**src/rtl/vending_pkg.sv**
```systemverilog
`timescale 1ns/1ps
// Shared vending definitions: coin encodings, coin values, product costs and
// the change dispenser state enum.
package vending_pkg;

  localparam logic [1:0] COIN_1  = 2'b00;
  localparam logic [1:0] COIN_2  = 2'b01;
  localparam logic [1:0] COIN_5  = 2'b10;
  localparam logic [1:0] COIN_10 = 2'b11;

  localparam logic [7:0] COST_A = 8'd15;
  localparam logic [7:0] COST_B = 8'd20;
  localparam logic [7:0] COST_C = 8'd35;

  typedef enum logic [2:0] {
    ST_IDLE, ST_SELECT, ST_REQUEST, ST_RELEASE, ST_DONE, ST_FAULT
  } disp_state_e;

  function automatic logic [7:0] coin_value(input logic [1:0] sel);
    case (sel)
      COIN_1:  coin_value = 8'd1;
      COIN_2:  coin_value = 8'd2;
      COIN_5:  coin_value = 8'd5;
      default: coin_value = 8'd10;
    endcase
  endfunction

endpackage

```
**src/rtl/coin_inventory.sv**
```systemverilog
`timescale 1ns/1ps
// Four per-denomination coin counters with saturating refill and a single
// decrement port; reports which denominations are in stock.
module coin_inventory #(
  parameter logic [7:0] INIT_COUNT = 8'd20
) (
  input  logic       clk,
  input  logic       rst_n,
  input  logic       refill,
  input  logic [1:0] refill_sel,
  input  logic [7:0] refill_count,
  input  logic       dec,
  input  logic [1:0] dec_sel,
  output logic [3:0] nonzero
);

  logic [7:0] cnt_q [4];
  logic [7:0] cnt_d [4];
  logic [8:0] sum   [4];

  // Refill and decrement are combined before saturating, so a coincident
  // refill and payout of the same coin nets to +refill_count-1.
  always_comb begin
    for (int i = 0; i < 4; i++) begin
      sum[i] = {1'b0, cnt_q[i]}
             + ((refill && refill_sel == 2'(i)) ? {1'b0, refill_count} : 9'd0)
             - ((dec && dec_sel == 2'(i)) ? 9'd1 : 9'd0);
      cnt_d[i]   = sum[i][8] ? 8'hFF : sum[i][7:0];
      nonzero[i] = (cnt_q[i] != 8'd0);
    end
  end

  always_ff @(posedge clk or negedge rst_n) begin
    if (!rst_n) begin
      for (int i = 0; i < 4; i++) cnt_q[i] <= INIT_COUNT;
    end else begin
      for (int i = 0; i < 4; i++) cnt_q[i] <= cnt_d[i];
    end
  end

endmodule

```
**src/rtl/change_dispenser.sv**
```systemverilog
`timescale 1ns/1ps
// Greedy coin-by-coin change payout to a hopper over a four-phase req/ack
// handshake, with inventory tracking, jam timeout and shortfall reporting.
module change_dispenser
  import vending_pkg::*;
#(
  parameter logic [7:0] INIT_COUNT  = 8'd20,
  parameter int         ACK_TIMEOUT = 16
) (
  input  logic       clk,
  input  logic       rst_n,
  input  logic       change_valid,
  input  logic [7:0] change_amount,
  output logic       change_ready,
  output logic       coin_req,
  output logic [1:0] coin_sel,
  input  logic       coin_ack,
  input  logic       refill,
  input  logic [1:0] refill_sel,
  input  logic [7:0] refill_count,
  input  logic       clear_fault,
  output logic       busy,
  output logic       done,
  output logic       fault,
  output logic       jam,
  output logic [7:0] shortfall,
  output logic [7:0] coins_out
);

  localparam int TW = $clog2(ACK_TIMEOUT + 1);

  disp_state_e   state_q, state_d;
  logic [7:0]    remaining_q, remaining_d;
  logic [7:0]    coins_q, coins_d;
  logic [7:0]    short_q, short_d;
  logic [1:0]    sel_q, sel_d;
  logic          jam_q, jam_d;
  logic [TW-1:0] tmo_q, tmo_d;
  logic [3:0]    nonzero;
  logic          dec;
  logic          pick_ok;
  logic [1:0]    pick;
  logic          tmo_hit;

  coin_inventory #(.INIT_COUNT(INIT_COUNT)) u_inv (
    .clk          (clk),
    .rst_n        (rst_n),
    .refill       (refill),
    .refill_sel   (refill_sel),
    .refill_count (refill_count),
    .dec          (dec),
    .dec_sel      (sel_q),
    .nonzero      (nonzero)
  );

  always_comb begin
    pick_ok = 1'b1;
    if (remaining_q >= 8'd10 && nonzero[3])     pick = COIN_10;
    else if (remaining_q >= 8'd5 && nonzero[2]) pick = COIN_5;
    else if (remaining_q >= 8'd2 && nonzero[1]) pick = COIN_2;
    else if (remaining_q >= 8'd1 && nonzero[0]) pick = COIN_1;
    else begin
      pick    = COIN_1;
      pick_ok = 1'b0;
    end
  end

  assign tmo_hit = (tmo_q == TW'(ACK_TIMEOUT - 1));

  always_ff @(posedge clk or negedge rst_n) begin
    if (!rst_n) begin
      state_q     <= ST_IDLE;
      remaining_q <= 8'd0;
      coins_q     <= 8'd0;
      short_q     <= 8'd0;
      sel_q       <= COIN_1;
      jam_q       <= 1'b0;
      tmo_q       <= '0;
    end else begin
      state_q     <= state_d;
      remaining_q <= remaining_d;
      coins_q     <= coins_d;
      short_q     <= short_d;
      sel_q       <= sel_d;
      jam_q       <= jam_d;
      tmo_q       <= tmo_d;
    end
  end

  always_comb begin
    state_d     = state_q;
    remaining_d = remaining_q;
    coins_d     = coins_q;
    short_d     = short_q;
    sel_d       = sel_q;
    jam_d       = jam_q;
    tmo_d       = tmo_q;
    dec         = 1'b0;
    case (state_q)
      ST_IDLE: if (change_valid) begin
        remaining_d = change_amount;
        coins_d     = 8'd0;
        state_d     = (change_amount == 8'd0) ? ST_DONE : ST_SELECT;
      end
      ST_SELECT: if (pick_ok) begin
        sel_d   = pick;
        tmo_d   = '0;
        state_d = ST_REQUEST;
      end else begin
        short_d = remaining_q;
        jam_d   = 1'b0;
        state_d = ST_FAULT;
      end
      ST_REQUEST: if (coin_ack) begin
        dec         = 1'b1;
        remaining_d = remaining_q - coin_value(sel_q);
        coins_d     = (coins_q == 8'hFF) ? coins_q : coins_q + 8'd1;
        tmo_d       = '0;
        state_d     = ST_RELEASE;
      end else if (tmo_hit) begin
        short_d = remaining_q;
        jam_d   = 1'b1;
        state_d = ST_FAULT;
      end else begin
        tmo_d = tmo_q + 1'b1;
      end
      ST_RELEASE: if (!coin_ack) begin
        state_d = (remaining_q == 8'd0) ? ST_DONE : ST_SELECT;
      end else if (tmo_hit) begin
        short_d = remaining_q;
        jam_d   = 1'b1;
        state_d = ST_FAULT;
      end else begin
        tmo_d = tmo_q + 1'b1;
      end
      ST_DONE: state_d = ST_IDLE;
      ST_FAULT: if (clear_fault) begin
        jam_d   = 1'b0;
        short_d = 8'd0;
        state_d = ST_IDLE;
      end
      default: state_d = ST_IDLE;
    endcase
  end

  always_comb begin
    change_ready = (state_q == ST_IDLE);
    busy         = (state_q != ST_IDLE);
    coin_req     = (state_q == ST_REQUEST);
    done         = (state_q == ST_DONE);
    fault        = (state_q == ST_FAULT);
    coin_sel     = sel_q;
    jam          = jam_q;
    shortfall    = short_q;
    coins_out    = coins_q;
  end

endmodule
```
**config.mk**
```make
export PLATFORM = sky130hd
export DESIGN_NAME = change_dispenser
export DESIGN_NICKNAME = d
export VERILOG_FILES = /design/src/rtl/vending_pkg.sv /design/src/rtl/coin_inventory.sv /design/src/rtl/change_dispenser.sv
export SDC_FILE = /design/constraint.sdc
export NUM_CORES = 1
export LEC_CHECK = 0
export ABC_AREA = 1
export BUFFER_PORTS_ARGS = -buffer_cell sky130_fd_sc_hd__clkbuf_2
export CAP_MARGIN = 25
export CORE_MARGIN = 5
export CORE_UTILIZATION = 47
export CTS_BUF_LIST = sky130_fd_sc_hd__clkbuf_8
export DETAILED_ROUTE_END_ITERATION = 12
export PLACE_DENSITY = 0.62
export RECOVER_POWER = 100
export SETUP_SLACK_MARGIN = 0.05
export SYNTH_ARGS = -nofsm -noshare
export SYNTH_HDL_FRONTEND = slang
export SYNTH_SLANG_ARGS = --single-unit
```
**constraint.sdc**
```tcl
create_clock -name clk -period 3.6 [get_ports clk]
set_input_delay 0.54 -clock clk [delete_from_list [all_inputs] [get_ports clk]]
set_output_delay 0.54 -clock clk [all_outputs]
set_load 0.01 [all_outputs]
```
---- Yosys cells after proc, flatten, opt, wreduce, memory -nomap -nowiden ----
Index checks and enable logic that the tools add are counted.
storage, ports and cells
  register bits ........................... 67
  bits of input ports ..................... 24
  output and inout port bits .............. 24
  word-level logic and storage cells ...... 135
operators by class
  add/sub/neg operators ................... 11
  magnitude comparators ................... 4
  eq/ne operators ......................... 21
  muxes and demuxes ....................... 57
  reductions and logical operators ........ 31
operator list
  operator             count
  $mux 8               20
  $add 8x9->9          4
  $sub 9x9->9          4
  $pmux 8 s2           2
  $pmux 8 s4           1
  $reduce_bool 8->1    4
  $mux 3               8
  $mux 5               4
  $logic_not 8->1      2
  $mux 1               16
  $pmux 3 s5           1
  $pmux 5 s3           1
  $ne 2x2->1 const B   7
  $logic_and 1x1->1    12
  $pmux 4 s3           1
  $add 8x1->8 const B  1
  $eq 2x2->1 const B   4
  $eq 8x8->1 const B   1
  $ge 8x1->1 const B   1
  $ge 8x2->1 const B   1
  $ge 8x3->1 const B   1
  $ge 8x4->1 const B   1
  $sub 8x8->8          1
  $eq 3x2->1 const B   2
  17 further kinds     24

---- Longest topological paths before layout ----
  depth in word-level cells ............... 8
  depth in mapped cells ................... 17
  mapped depth without buffers ............ 17

---- Modules after synthesis ----
A second synthesis with hierarchy kept.
second synthesis, totals
  cell total of the unflattened synthesis .. 858
  area, all modules ....................... 5953.2 sq um
modules (own cells, without submodules)
  module            instances  cells each  area an instance (sq um)  sequential area each (sq um)
  coin_inventory    1          543         3621.0                    810.8
  change_dispenser  1          315         2332.2                    875.8

---- Least setup slack after synthesis ----
No wires, ideal clock.
  path type ............................... in2reg
  start ................................... input refill
  end ..................................... register u_inv.cnt_q[7] (netlist bit)
  library setup time ...................... 0.137 ns
  arrival ................................. 2.711 ns
  data required time ...................... 3.463 ns
  slack ................................... 0.752 ns
  cell stages on the path ................. 12
  path buffers ............................ 0
  path through ............................ inv_1 nor3_1 nand2_1 ha_1 inv_1 fa_1 nand3_1 nand3_1 nand4_1 nand3_1 xnor2_2 nand3b_1
RTL lines
  item         RTL line                text
  from (decl)  change_dispenser.sv:18  input logic refill,
  to (decl)    coin_inventory.sv:17    logic [7:0] cnt_q [4];

==> metrics.md <==
| Metric | Value |
|---|---|
| Outcome | finished, violations left |
| Failing checks | capacitance limit, slew limit |
| NetSw | 2.62 mW |
| Final wirelength | 12.6 mm |
| Io pins | 48 |
| VDD IR max | 0.496 mV |
| Avg Inst Size Synth | 7.36 sq um |
| Worst setup startpoint | state_q[2] |
| Vias | 4902 |
| Post-synth EDFFs | 0 |
| R2r endpoint | u_inv.cnt_q[18] |
| Worst r2r path cells | 15 |
| Gr ovfl total | 0 |
| Area share of the largest cell type after synthesis | 26.3% |
| DR WL/cell | 12.9 um |
| Clock tree sinks | 67 |
| Synth cell types | 41 |
| Resize count post-CTS | 0 |
| CTS tree | done |
| Synth Area in Compound Gates | 9.14% |
| Number of synthesized register bits | 67 |
| Req. time, crit path | 3.86 ns |
| Worst slew pin tran | 1.65 ns |
| HP Class | reg -> reg |
| Critical-path top delay cell | dfrtp_1 |
| Simple-Gate Fraction of Synth Area | 27.5% |
| CTS H-tree depth | 3 |
| Synthesis Warnings | 0 |
| Cell family with most CP delay | simple AND/OR/NAND/NOR gates |
| Worst path depth | 15 |
| Vias in the first global route | 4710 |
| Crit Reg-Reg Startpoint | state_q[2] |
| First-pass DRT Iterations | 6 |
| Syn Nets | 862 |
| Global Route Usage Sum | 18.6% |
| Area Growth Syn to Fin | 9.51% |
| Worst EP arrival | 3.48 ns |
| Max Freq | 310 MHz |
| Clock share of power | 12.6% |
| Setup Buffers After CTS | 0 |
| Switching Fraction | 48.7% |
| Ant. Diodes | 0 |
| Post-Synthesis Cells | 763 |
| Post-Synth XOR/XNOR Area | 3.97% |
| Comb power frac | 63.3% |
| Max clock buf depth | 2 |
| Post-synthesis sequential area ratio | 30.0% |
| Layout Cells excl Fill | 973 |
| Crit path top cell by count | nand3_1 |
| Tot Pwr | 5.37 mW |
| Max Cap Viol | 1 |
| Die X | 119 um |
| Max Slew Vio Count | 68 |
| Hold Worst Slack | 0.474 ns |
| Clk pin slew, worst setup/hold paths | 0.08 ns |
| Pwr/cell area | 873 nW/um^2 |
| Iter 0 DRT Violations | 220 |
| Worst slew margin | -10.3% |
| Crit Path Max Fanout | 8 |
| End point of the critical path | u_inv.cnt_q[18] |
| Adder-cell share of the synthesized area | 17.4% |
| DR vias/cell | 5.04 |
| Synth area leaders | dfrtp_1 26%, ha_1 16%, nand2_1 13% |
| Critical-path cell list | nor2_4 -> nand2_4 -> nor2_8 -> inv_6 -> nor3_1 -> ha_1 -> inv_1 -> ha_1 -> fa_1 -> nand3_1 -> nand3_1 -> nand4_1 -> nand3_1 -> xnor2_1 -> o21ai_0 |
| Multiplexer share of the synthesized area | 0% |
| Root Driver | clkbuf_8 |
| Die ar. | 14200 sq um |
| Fin crit period | 3.22 ns |
| Post-CTS Hold Fix Bufs | 0 |
| Crit end category | flop |
| Commonest non-fill, non-tap cell in the layout | nand2_1 |
| Final worst-path cycle share | 89.5% |
| Layout cells sized above 1 | 10.4% |
| Core Area | 11900 sq um |
| Detail Placement HPWL | 10.0 mm |
| Layout Nets | 920 |
| Total CTS buffers | 9 |
| Flop-to-flop setup slack | 0.38 ns |
| Number of cell rows | 40 |
| ANT nets after route | 0 |
| Most frequent cells in the layout | 197 x nand2_1, 153 x inv_1, 70 x ha_1 |
| RSZ-0062 raised after global routing | false |
| Worst skew pair latency | 0.36 ns |
| Largest net degree at the start of global routing | 68 |
| Setup_tns | 0 ns |
| Crit path launch type | flop |
| DRC viols | 0 |
| Crit path buf inv count | 2 |
| Largest family of logic cells by synthesized area | simple AND/OR/NAND/NOR gates |
| Synth area leader | dfrtp_1 |
| Placed instance count | 957 |
| Fraction of registers with async set/reset | 100% |
| Global-route wire length before repair | 21.6 mm |
| Leakage | 3.45 nW |
| Setup-failing EPs final | 0 |
| Die Y-Extent | 119 um |
| Initial antenna violation count | 0 |
| Clock Skew | 0.0110 ns |
| Pint | 2.75 mW |
| Synth Flop Type | dfrtp_1 |
| Mapped Area | 5620 sq um |
| Crit path kind | reg -> reg |
| Largest stage delay on the critical path | 0.45 ns |
| Starting density of the core | 47.3% |
| Routability cong. | 0.919 |
| Hold Fails Final Rpt | 0 |
| Flop pwr share | 24.1% |
| Number of port buffers | 47 |
[worst reg2reg max path, stage by stage (launching register included)]
cell and delay, ns:
dfrtp_1 0.45, nor2_4 0.24, nand2_4 0.15, nor2_8 0.14, inv_6 0.07, nor3_1 0.21, ha_1 0.16, inv_1 0.04
ha_1 0.22, fa_1 0.41, nand3_1 0.08, nand3_1 0.12, nand4_1 0.11, nand3_1 0.09, xnor2_1 0.45, o21ai_0 0.17
[power by group through the flow]
stage          registers, mW  clock network (mW)  logic [mW]
3_3_place_gp            1.31                   0        3.44
4_1_cts                 1.30               0.697        3.53
6_report                1.29               0.678        3.40
2_1_floorplan           1.28                   0        2.82
3_5_place_dp            1.31                   0        3.50
5_1_grt                 1.34               0.734        3.93
[cell families (layout without fill, tap and decap cells)]
group                    Yosys count  in the layout
buffers and inverters            172            235
AND/OR/NAND/NOR                  336            336
flip-flops                        67             67
AO/OA/AOI/OAI                     91             91
XOR/XNOR                          22             22
adder cells (fa/ha/maj)           75             75
[how the worst min path moves through the flow]
stage,from,to,slack (ns),depth (start not counted)
CTS,rst_n,jam,0.40,2
global route,change_amount[1],remaining_q[1],0.48,3
global placement,shortfall[1],shortfall[1],0.46,2
floorplan,rst_n,coin_sel[0],0.24,0
finish,shortfall[3],shortfall[3],0.47,2
detailed placement,shortfall[5],shortfall[5],0.46,2
[state kept, by name, summed over array words and instances (netlist names)]
| register | flops |
|---|---|
| u_inv.cnt_q | 32 |
| remaining_q | 8 |
| coins_out | 8 |
| shortfall | 8 |
| coin_sel | 2 |
| jam | 1 |
| tmo_q | 5 |
| state_q | 3 |
[cell usage after synthesis, types with 5 or more instances]
master    count
xnor2_1       5
a21oi_1      38
inv_2        16
nand4_1      24
o21ai_0      16
a31oi_1       6
dfstp_2       8
nand3b_1      9
xor2_1       13
nand3_1      32
dfrtp_1      59
nand2_1     192
o21ai_1      19
ha_1         70
fa_1          5
nand2_2       5
nor2_1       47
nor3_1        6
inv_1       151
[layer usage]
| layer | global-route usage, % | wire length [um] | part of all wire (%) | vias up |
|---|---|---|---|---|
| met5 | 0 | 0 | 0 | - |
| met4 | 7.30 | 303 | 2.4 | 0 |
| met2 | 31.5 | 5870 | 47 | 111 |
| met3 | 3.28 | 647 | 5.2 | 19 |
| li1 | - | - | - | 2550 |
| met1 | 23.6 | 5730 | 46 | 2222 |
[layout make-up]
cell class,instances,area (sq um)
fillers,1209,5710
multi-input cells,524,3190
flip-flops and latches,67,1690
inverters,168,636
repair buffers,51,236
well taps,147,184
clock buffers,12,165
clock inverters,4,47.5
[through the flow]
stage                     setup WS [ns]  util, %  area [sq um]
after floorplan                   0.752        -          5620
after global placement            0.509     50.8          6030
after detailed placement          0.438     50.8          6030
after CTS                         0.486     52.6          6240
after global routing              0.153     51.8          6150
final                             0.379     51.8          6150
(Power assumes the default switching activity.)
